$ cat config.mk
export PLATFORM = sky130hd
export DESIGN_NAME = ctrl_pipe
export DESIGN_NICKNAME = d
export VERILOG_FILES = /design/src/rtl/ctrl_pkg.sv /design/src/rtl/ctrl_decode.sv /design/src/rtl/ctrl_pipe.sv
export SDC_FILE = /design/constraint.sdc
export NUM_CORES = 1
export LEC_CHECK = 0
export ABC_AREA = 1
export BUFFER_PORTS_ARGS = -buffer_cell sky130_fd_sc_hd__buf_2
export CORE_MARGIN = 8
export CORE_UTILIZATION = 52
export CTS_CLUSTER_SIZE = 24
export DETAILED_ROUTE_END_ITERATION = 12
export HOLD_SLACK_MARGIN = 0.05
export PLACE_DENSITY = 0.95
export REMOVE_ABC_BUFFERS = 1
export SLEW_MARGIN = 20
export SYNTH_ARGS = -nofsm -noshare
export SYNTH_HDL_FRONTEND = slang
export SYNTH_SLANG_ARGS = --single-unit
$ cat constraint.sdc
create_clock -name clk -period 4.9 [get_ports clk]
set_input_delay 0.98 -clock clk [delete_from_list [all_inputs] [get_ports clk]]
set_output_delay 0.98 -clock clk [all_outputs]
set_load 0.05 [all_outputs]
$ cat src/rtl/ctrl_pkg.sv
// Shared decode definitions for the control pipeline: opcode map, ctrl bundle, FSM states.
// Latency: n/a (types, constants and one helper function only).
// Backpressure: n/a.
package ctrl_pkg;

    // Number of meaningful bits in the ctrl bundle; wider ports are zero-padded at the MSB end.
    localparam int CTRL_BITS = 19;

    // WISC-SP13 opcode map (instruction bits [15:11])
    localparam logic [4:0] OP_HALT  = 5'b00000;
    localparam logic [4:0] OP_NOP   = 5'b00001;
    localparam logic [4:0] OP_J     = 5'b00100;
    localparam logic [4:0] OP_JR    = 5'b00101;
    localparam logic [4:0] OP_JAL   = 5'b00110;
    localparam logic [4:0] OP_JALR  = 5'b00111;
    localparam logic [4:0] OP_ADDI  = 5'b01000;
    localparam logic [4:0] OP_SUBI  = 5'b01001;
    localparam logic [4:0] OP_XORI  = 5'b01010;
    localparam logic [4:0] OP_ANDNI = 5'b01011;
    localparam logic [4:0] OP_BEQZ  = 5'b01100;
    localparam logic [4:0] OP_BNEZ  = 5'b01101;
    localparam logic [4:0] OP_BLTZ  = 5'b01110;
    localparam logic [4:0] OP_BGEZ  = 5'b01111;
    localparam logic [4:0] OP_ST    = 5'b10000;
    localparam logic [4:0] OP_LD    = 5'b10001;
    localparam logic [4:0] OP_SLBI  = 5'b10010;
    localparam logic [4:0] OP_STU   = 5'b10011;
    localparam logic [4:0] OP_ROLI  = 5'b10100;
    localparam logic [4:0] OP_SLLI  = 5'b10101;
    localparam logic [4:0] OP_RORI  = 5'b10110;
    localparam logic [4:0] OP_SRLI  = 5'b10111;
    localparam logic [4:0] OP_LBI   = 5'b11000;
    localparam logic [4:0] OP_BTR   = 5'b11001;
    localparam logic [4:0] OP_SHIFT = 5'b11010;
    localparam logic [4:0] OP_ARITH = 5'b11011;
    localparam logic [4:0] OP_SEQ   = 5'b11100;
    localparam logic [4:0] OP_SLT   = 5'b11101;
    localparam logic [4:0] OP_SLE   = 5'b11110;
    localparam logic [4:0] OP_SCO   = 5'b11111;

    // Destination register select: R-format rd, I-format-1 rd, rs field (LBI/SLBI/STU), R7 (link)
    typedef enum logic [1:0] {
        RD_RD = 2'd0,
        RD_I1 = 2'd1,
        RD_RS = 2'd2,
        RD_R7 = 2'd3
    } reg_dst_e;

    // Immediate select: field width and sign/zero extension
    typedef enum logic [2:0] {
        IMM_NONE = 3'd0,
        IMM5_S   = 3'd1,
        IMM5_Z   = 3'd2,
        IMM8_S   = 3'd3,
        IMM8_Z   = 3'd4,
        IMM11_S  = 3'd5
    } imm_sel_e;

    // Field order is MSB first: vld is bit 18, illegal is bit 0.
    typedef struct packed {
        logic     vld;
        logic     halt;
        logic     jump;
        logic     jump_imm;
        logic     link;
        logic [2:0] branch;
        logic     mem_read;
        logic     mem_to_reg;
        logic     mem_write;
        logic     alu_src;
        logic     reg_write;
        reg_dst_e reg_dst;
        imm_sel_e imm_sel;
        logic     illegal;
    } ctrl_t;

    localparam int OFF_VLD        = 18;
    localparam int OFF_HALT       = 17;
    localparam int OFF_JUMP       = 16;
    localparam int OFF_JUMP_IMM   = 15;
    localparam int OFF_LINK       = 14;
    localparam int OFF_BRANCH     = 11;
    localparam int OFF_MEM_READ   = 10;
    localparam int OFF_MEM_TO_REG = 9;
    localparam int OFF_MEM_WRITE  = 8;
    localparam int OFF_ALU_SRC    = 7;
    localparam int OFF_REG_WRITE  = 6;
    localparam int OFF_REG_DST    = 4;
    localparam int OFF_IMM_SEL    = 1;
    localparam int OFF_ILLEGAL    = 0;

    typedef enum logic [1:0] {
        ST_RUN    = 2'd0,
        ST_DRAIN  = 2'd1,
        ST_HALTED = 2'd2
    } state_e;

    // branch[2] flags a branch, branch[1:0] carries the condition (EQZ/NEZ/LTZ/GEZ)
    function automatic logic [2:0] branch_code(input logic [1:0] cond);
        return {1'b1, cond};
    endfunction

endpackage

$ cat src/rtl/ctrl_decode.sv
// Combinational opcode decode into the ctrl bundle; zero bundle when invalid or not running.
// Latency: 0 cycles (pure combinational).
// Backpressure: none; callers gate acceptance. Macro CTRL_PIPE_EXC_EN sets the illegal bit on unassigned opcodes.
// Ports: opcode (instruction MSBs), instr_vld, run (FSM in RUN) -> ctrl (packed ctrl_t).
module ctrl_decode
    import ctrl_pkg::*;
#(
    parameter int OPCODE_W = 5
) (
    input  logic [OPCODE_W-1:0] opcode,
    input  logic                instr_vld,
    input  logic                run,
    output ctrl_t               ctrl
);

    always_comb begin
        ctrl = '0;
        if (instr_vld && run) begin
            ctrl.vld = 1'b1;
            case (opcode)
                OP_HALT: ctrl.halt = 1'b1;
                OP_NOP: ;
                OP_J: begin
                    ctrl.jump     = 1'b1;
                    ctrl.jump_imm = 1'b1;
                    ctrl.imm_sel  = IMM11_S;
                end
                OP_JR: begin
                    ctrl.jump    = 1'b1;
                    ctrl.imm_sel = IMM8_S;
                end
                OP_JAL: begin
                    ctrl.jump      = 1'b1;
                    ctrl.jump_imm  = 1'b1;
                    ctrl.link      = 1'b1;
                    ctrl.reg_write = 1'b1;
                    ctrl.reg_dst   = RD_R7;
                    ctrl.imm_sel   = IMM11_S;
                end
                OP_JALR: begin
                    ctrl.jump      = 1'b1;
                    ctrl.link      = 1'b1;
                    ctrl.reg_write = 1'b1;
                    ctrl.reg_dst   = RD_R7;
                    ctrl.imm_sel   = IMM8_S;
                end
                OP_ADDI, OP_SUBI: begin
                    ctrl.alu_src   = 1'b1;
                    ctrl.reg_write = 1'b1;
                    ctrl.reg_dst   = RD_I1;
                    ctrl.imm_sel   = IMM5_S;
                end
                OP_XORI, OP_ANDNI, OP_ROLI, OP_SLLI, OP_RORI, OP_SRLI: begin
                    ctrl.alu_src   = 1'b1;
                    ctrl.reg_write = 1'b1;
                    ctrl.reg_dst   = RD_I1;
                    ctrl.imm_sel   = IMM5_Z;
                end
                OP_BEQZ, OP_BNEZ, OP_BLTZ, OP_BGEZ: begin
                    ctrl.branch  = branch_code(opcode[1:0]);
                    ctrl.imm_sel = IMM8_S;
                end
                OP_ST: begin
                    ctrl.mem_write = 1'b1;
                    ctrl.alu_src   = 1'b1;
                    ctrl.imm_sel   = IMM5_S;
                end
                OP_LD: begin
                    ctrl.mem_read   = 1'b1;
                    ctrl.mem_to_reg = 1'b1;
                    ctrl.alu_src    = 1'b1;
                    ctrl.reg_write  = 1'b1;
                    ctrl.reg_dst    = RD_I1;
                    ctrl.imm_sel    = IMM5_S;
                end
                OP_SLBI: begin
                    ctrl.alu_src   = 1'b1;
                    ctrl.reg_write = 1'b1;
                    ctrl.reg_dst   = RD_RS;
                    ctrl.imm_sel   = IMM8_Z;
                end
                OP_STU: begin
                    // store with base-register update
                    ctrl.mem_write = 1'b1;
                    ctrl.alu_src   = 1'b1;
                    ctrl.reg_write = 1'b1;
                    ctrl.reg_dst   = RD_RS;
                    ctrl.imm_sel   = IMM5_S;
                end
                OP_LBI: begin
                    ctrl.alu_src   = 1'b1;
                    ctrl.reg_write = 1'b1;
                    ctrl.reg_dst   = RD_RS;
                    ctrl.imm_sel   = IMM8_S;
                end
                OP_BTR, OP_SHIFT, OP_ARITH, OP_SEQ, OP_SLT, OP_SLE, OP_SCO: begin
                    ctrl.reg_write = 1'b1;
                    ctrl.reg_dst   = RD_RD;
                end
                default: begin
                    // Unassigned opcodes: flagged illegal, otherwise they behave as NOP.
`ifdef CTRL_PIPE_EXC_EN
                    ctrl.illegal = 1'b1;
`endif
                end
            endcase
        end
    end

endmodule

$ cat src/rtl/ctrl_pipe.sv
// Decode + NUM_STAGES-deep control pipeline with halt drain FSM (RUN/DRAIN/HALTED).
// Latency: ex_ctrl 1 cycle after acceptance, wb_ctrl NUM_STAGES cycles after acceptance.
// Backpressure: stall/flush insert a bubble into EX; mem_stall freezes all stages, FSM and counter.
// Ports: clk, rst (async active-high), instr_id/instr_vld/stall/flush/mem_stall in;
//        id_ctrl, ex_ctrl, mem_ctrl, wb_ctrl, fetch_hold, halted, exc out.
// Option: CTRL_PIPE_EXC_EN enables the exc pulse and bubbling of unassigned opcodes.
module ctrl_pipe
    import ctrl_pkg::*;
#(
    parameter int INSTR_W    = 16,
    parameter int OPCODE_W   = 5,
    parameter int NUM_STAGES = 3,
    parameter int CTRL_W     = 20
) (
    input  logic               clk,
    input  logic               rst,
    input  logic [INSTR_W-1:0] instr_id,
    input  logic               instr_vld,
    input  logic               stall,
    input  logic               flush,
    input  logic               mem_stall,
    output logic [CTRL_W-1:0]  id_ctrl,
    output logic [CTRL_W-1:0]  ex_ctrl,
    output logic [CTRL_W-1:0]  mem_ctrl,
    output logic [CTRL_W-1:0]  wb_ctrl,
    output logic               fetch_hold,
    output logic               halted,
    output logic               exc
);

    state_e              state;
    state_e              state_nxt;
    logic [2:0]          cnt;
    logic [2:0]          cnt_nxt;
    ctrl_t               dec;
    logic                run;
    logic                bubble;
    logic                halt_enter;
    logic [CTRL_W-1:0]   ex_in;
    logic [CTRL_W-1:0]   stg [NUM_STAGES];
    logic                unused_lo;

    // Only the opcode field matters for control decode.
    assign unused_lo = ^instr_id[INSTR_W-OPCODE_W-1:0];

    assign run = (state == ST_RUN);

    ctrl_decode #(
        .OPCODE_W (OPCODE_W)
    ) u_decode (
        .opcode    (instr_id[INSTR_W-1 -: OPCODE_W]),
        .instr_vld (instr_vld),
        .run       (run),
        .ctrl      (dec)
    );

    assign id_ctrl = CTRL_W'(dec);

    // An illegal instruction never reaches EX; its only trace is the exc pulse.
    assign bubble     = stall | flush | dec.illegal;
    assign ex_in      = bubble ? '0 : id_ctrl;
    assign halt_enter = dec.halt & ~stall & ~flush;

    always_ff @(posedge clk or posedge rst) begin
        if (rst) begin
            for (int i = 0; i < NUM_STAGES; i++) begin
                stg[i] <= '0;
            end
        end else if (!mem_stall) begin
            stg[0] <= ex_in;
            for (int i = 1; i < NUM_STAGES; i++) begin
                stg[i] <= stg[i-1];
            end
        end
    end

    assign ex_ctrl  = stg[0];
    assign mem_ctrl = stg[1];
    assign wb_ctrl  = stg[NUM_STAGES-1];

    always_ff @(posedge clk or posedge rst) begin
        if (rst) begin
            state <= ST_RUN;
            cnt   <= '0;
        end else begin
            state <= state_nxt;
            cnt   <= cnt_nxt;
        end
    end

    // The counter tracks how many more unfrozen edges the halt needs to reach WB.
    always_comb begin
        state_nxt  = state;
        cnt_nxt    = cnt;
        halted     = 1'b0;
        fetch_hold = 1'b0;
        if (!mem_stall) begin
            case (state)
                ST_RUN: begin
                    if (halt_enter) begin
                        state_nxt = ST_DRAIN;
                        cnt_nxt   = 3'(NUM_STAGES - 1);
                    end
                end
                ST_DRAIN: begin
                    cnt_nxt = cnt - 3'd1;
                    if (cnt == 3'd1) begin
                        state_nxt = ST_HALTED;
                    end
                end
                ST_HALTED: ;
                default: state_nxt = ST_RUN;
            endcase
        end
        halted     = (state == ST_HALTED);
        // dec.halt already implies RUN and instr_vld
        fetch_hold = ~rst & (~run | dec.halt);
    end

`ifdef CTRL_PIPE_EXC_EN
    // Cleared on frozen edges so the pulse lasts exactly one cycle.
    always_ff @(posedge clk or posedge rst) begin
        if (rst) begin
            exc <= 1'b0;
        end else begin
            exc <= ~mem_stall & dec.illegal & ~stall & ~flush;
        end
    end
`else
    assign exc = 1'b0;
`endif

endmodule

==> flow_metrics.tcl <==
set metrics [dict create \
    outcome "finished clean" \
    area_delta_synth_final_pct 18.9 \
    cp.buffers_inverters 3 \
    cp_slowest_cell "sky130_fd_sc_hd__buf_2" \
    report.final.slew_viol_count 0 \
    setup_viol_count_final 0 \
    critPathRequiredTime_ns 3.92 \
    end_kind "output pin" \
    via_count 2293 \
    detail_route.wl_per_cell_um 13.5 \
    multiInputGateArea_um2 971 \
    power.leakage_nw 1.85 \
    timing.critical_path.arrival_ns 2.13 \
    critPathMaxStageDelay_ns 0.25 \
    power-per-cell-area_mw_per_mm2 352 \
    start_kind "primary input" \
    cts_buffer_depth 2 \
    worst_ir_drop_vdd_mv 0.293 \
    mappedNetlistArea_mm2 0.00265 \
    synth_seq_area_share_pct 52.9 \
    clockRootBuffer "sky130_fd_sc_hd__clkbuf_8" \
    hold_viol_final 0 \
    grt_max_degree 57 \
    min-delay-path-class "reg2reg" \
    layout_worst_path_cycle_share_pct 63.5 \
    setup_total_negative_slack_ns 0 \
    gr-total-overflow 0 \
    critical_path_maximum_fanout 6 \
    drc_errors 0 \
    grt_first_pass_wirelength_mm 10.4 \
    tritoncts "yes" \
    floorplan.die_area_mm2 0.00764 \
    clock_pin_transition_on_the_worst_setup_and_hold_timing_paths_ns 0.10 \
    filler_cells_inserted 467 \
    timing_worst_slew_pin_value_ns 0.721 \
    post_cts.resized_instances 0 \
    r2r_start "state[0]" \
    fin_worst_skew_ns 0.00640 \
    finalWeightedCongestion 0.931 \
    crit_family "simple AND/OR/NAND/NOR gates" \
    numPlacedInstances 467 \
    postCtsSetupRepairBufs 0 \
    syn-mean-instance-area_um2 8.10 \
    max_slew_margin_pct 51.9 \
    hpwl_dp_mm 4.78 \
    crit_chain "buf_2, nor2_2, nand2_1, nor2_1, nor2_1, nand3_1, nand2_1, inv_1, buf_2" \
    drt_iter0_markers 135 \
    via_per_inst 4.83 \
    max_clock_freq_mhz 321 \
    number_of_max_cap_violations 0 \
    placeableCoreArea_mm2 0.00501 \
    final.min_clock_period_ns 3.11 \
    yosys_warnings 0 \
    cts_hold_buffers 0 \
    hold_path.startpoint "wb_ctrl[14]" \
    grt_util_all_layers_pct 17.1 \
    antenna_cells_inserted 0 \
    number_of_buffers_created_by_cts 5 \
    rsz0062_at_grt "false" \
    wl_mm 6.42 \
    criticalPathCategory "in2out" \
    die_h_um 87.4 \
    top_level_ports 105 \
    layout-drive-gt1-share_pct 28.6 \
    port-buffer-count 84 \
    initial_cell_density_of_the_core_pct 52.9 \
    rows 26 \
    grt_pass1_vias 2254 \
    grt_antenna_before_repair 0 \
    floorplan.die.width_um 87.4 \
    layout.area.seq_mm2 0.00140 \
    synth_seq_cells 56 \
    finish.net_count 428 \
    cts_h_tree_depth 2 \
    tritoncts_num_sinks 56 \
    drtAntennaViolNets 0 \
    syn_inst 327 \
    clock_insertion_delay_worst_skew_ns 0.31 \
    power.total_mw 1.11 \
    critPathLaunch "instr_id[13]" \
    finalNonFillerCells 475 \
    post_synth_num_cell_types 28 \
    drt_first_pass_iters 5 \
]
-- path summary, 6_finish.rpt --
kind / endpoint / slack (ns) / cells after the start
max reg2reg: ex_ctrl[11] / 3.28 / 7
min: wb_ctrl[14] / 0.48 / 2
max in group asynchronous: wb_ctrl[3] / 3.55 / 3
max: id_ctrl[1] / 1.79 / 9
min in group asynchronous: cnt[2] / 0.85 / 3
min reg2reg: wb_ctrl[14] / 0.48 / 2
-- worst min-delay path, delay by kind of cell (launching register included) --
kind             cells  cell delay (ns)
DFF                  1             0.35
and+or+nand+nor      2             0.10
-- cells in the mapped netlist --
cell / instances / area share, %
sky130_fd_sc_hd__a21oi_1: 4 / 0.76
sky130_fd_sc_hd__buf_1: 3 / 0.42
sky130_fd_sc_hd__buf_2: 3 / 0.57
sky130_fd_sc_hd__buf_4: 13 / 3.7
sky130_fd_sc_hd__buf_6: 1 / 0.42
sky130_fd_sc_hd__clkbuf_1: 4 / 0.57
sky130_fd_sc_hd__clkinv_2: 1 / 0.19
sky130_fd_sc_hd__conb_1: 1 / 0.14
sky130_fd_sc_hd__dfrtp_1: 56 / 53
sky130_fd_sc_hd__ha_1: 2 / 0.94
sky130_fd_sc_hd__inv_1: 35 / 5.0
sky130_fd_sc_hd__inv_2: 4 / 0.57
sky130_fd_sc_hd__inv_4: 1 / 0.24
sky130_fd_sc_hd__nand2_1: 103 / 15
sky130_fd_sc_hd__nand2_2: 4 / 0.94
sky130_fd_sc_hd__nand3_1: 10 / 1.9
sky130_fd_sc_hd__nand3_2: 1 / 0.38
sky130_fd_sc_hd__nand3_4: 1 / 0.66
sky130_fd_sc_hd__nand3b_1: 1 / 0.28
sky130_fd_sc_hd__nor2_1: 29 / 4.1
sky130_fd_sc_hd__nor2_2: 7 / 1.7
sky130_fd_sc_hd__nor2_4: 1 / 0.42
sky130_fd_sc_hd__nor3_1: 2 / 0.38
sky130_fd_sc_hd__o21ai_0: 28 / 5.3
sky130_fd_sc_hd__o21ai_1: 2 / 0.38
sky130_fd_sc_hd__o22ai_1: 8 / 1.9
sky130_fd_sc_hd__o22ai_2: 1 / 0.47
sky130_fd_sc_hd__xnor2_1: 1 / 0.33
-- through the flow --
step | area [um^2] | setup slack [ns] | utilization (%) | hold WS (ns)
after floorplan | 2530 | 1.41 | - | 0.442
after global placement | 3050 | 1.79 | 60.9 | 0.456
after detailed placement | 3050 | 1.78 | 60.9 | 0.460
after CTS | 3150 | 1.77 | 62.9 | 0.485
after global routing | 3150 | 1.65 | 62.9 | 0.510
final | 3150 | 1.79 | 62.9 | 0.482
-- layout make-up --
class | instances | share of cell area, %
repair buffers | 86 | 13.8
well taps | 70 | 2.78
multi-input cells | 214 | 30.8
flip-flops and latches | 56 | 44.5
clock buffers | 6 | 2.62
clock inverters | 2 | 0.477
inverters | 41 | 5.00
-- report_power, final --
| group | switching [mW] | internal [mW] |
|---|---|---|
| combinational | 0.254 | 0.0745 |
| clock | 0.151 | 0.115 |
| sequential | 0.0223 | 0.491 |
-- routing by layer --
layer	track usage [%]	wire, um	vias up
li1	-	-	1134
met1	19.7	2690	1067
met2	29.1	3150	79
met3	5.09	473	13
met4	6.09	106	0
met5	0	0	-
-- cell usage in the layout, fill, tap and decap left out, drive strengths merged --
master    count
nand2       107
buf          86
dfrtp        56
inv          40
nor2         37
o21ai        30
nand3        12
conb          9
o22ai         9
clkbuf        6
a21oi         4
nor3          2
ha            2
clkinvlp      2
clkinv        1
nand3b        1
xnor2         1
-- flip-flops by register name, summed over array words and instances, names as in the netlist --
register  cells
cnt           3
ex_ctrl      17
mem_ctrl     17
state         2
wb_ctrl      17
-- logic make-up (layout without fill, tap and decap cells) --
group / Yosys count / in the layout / synth area share [%]
flip-flops: 56 / 56 / 52.9
XOR/XNOR: 1 / 1 / 0.331
AND/OR/NAND/NOR: 159 / 159 / 25.3
adder cells (fa/ha/maj): 2 / 2 / 0.944
AO/OA/AOI/OAI: 43 / 43 / 8.78
buffers and inverters: 65 / 135 / 11.6
other: 1 / 9 / 0.142
Note: power is estimated with default switching activity, not from simulation.
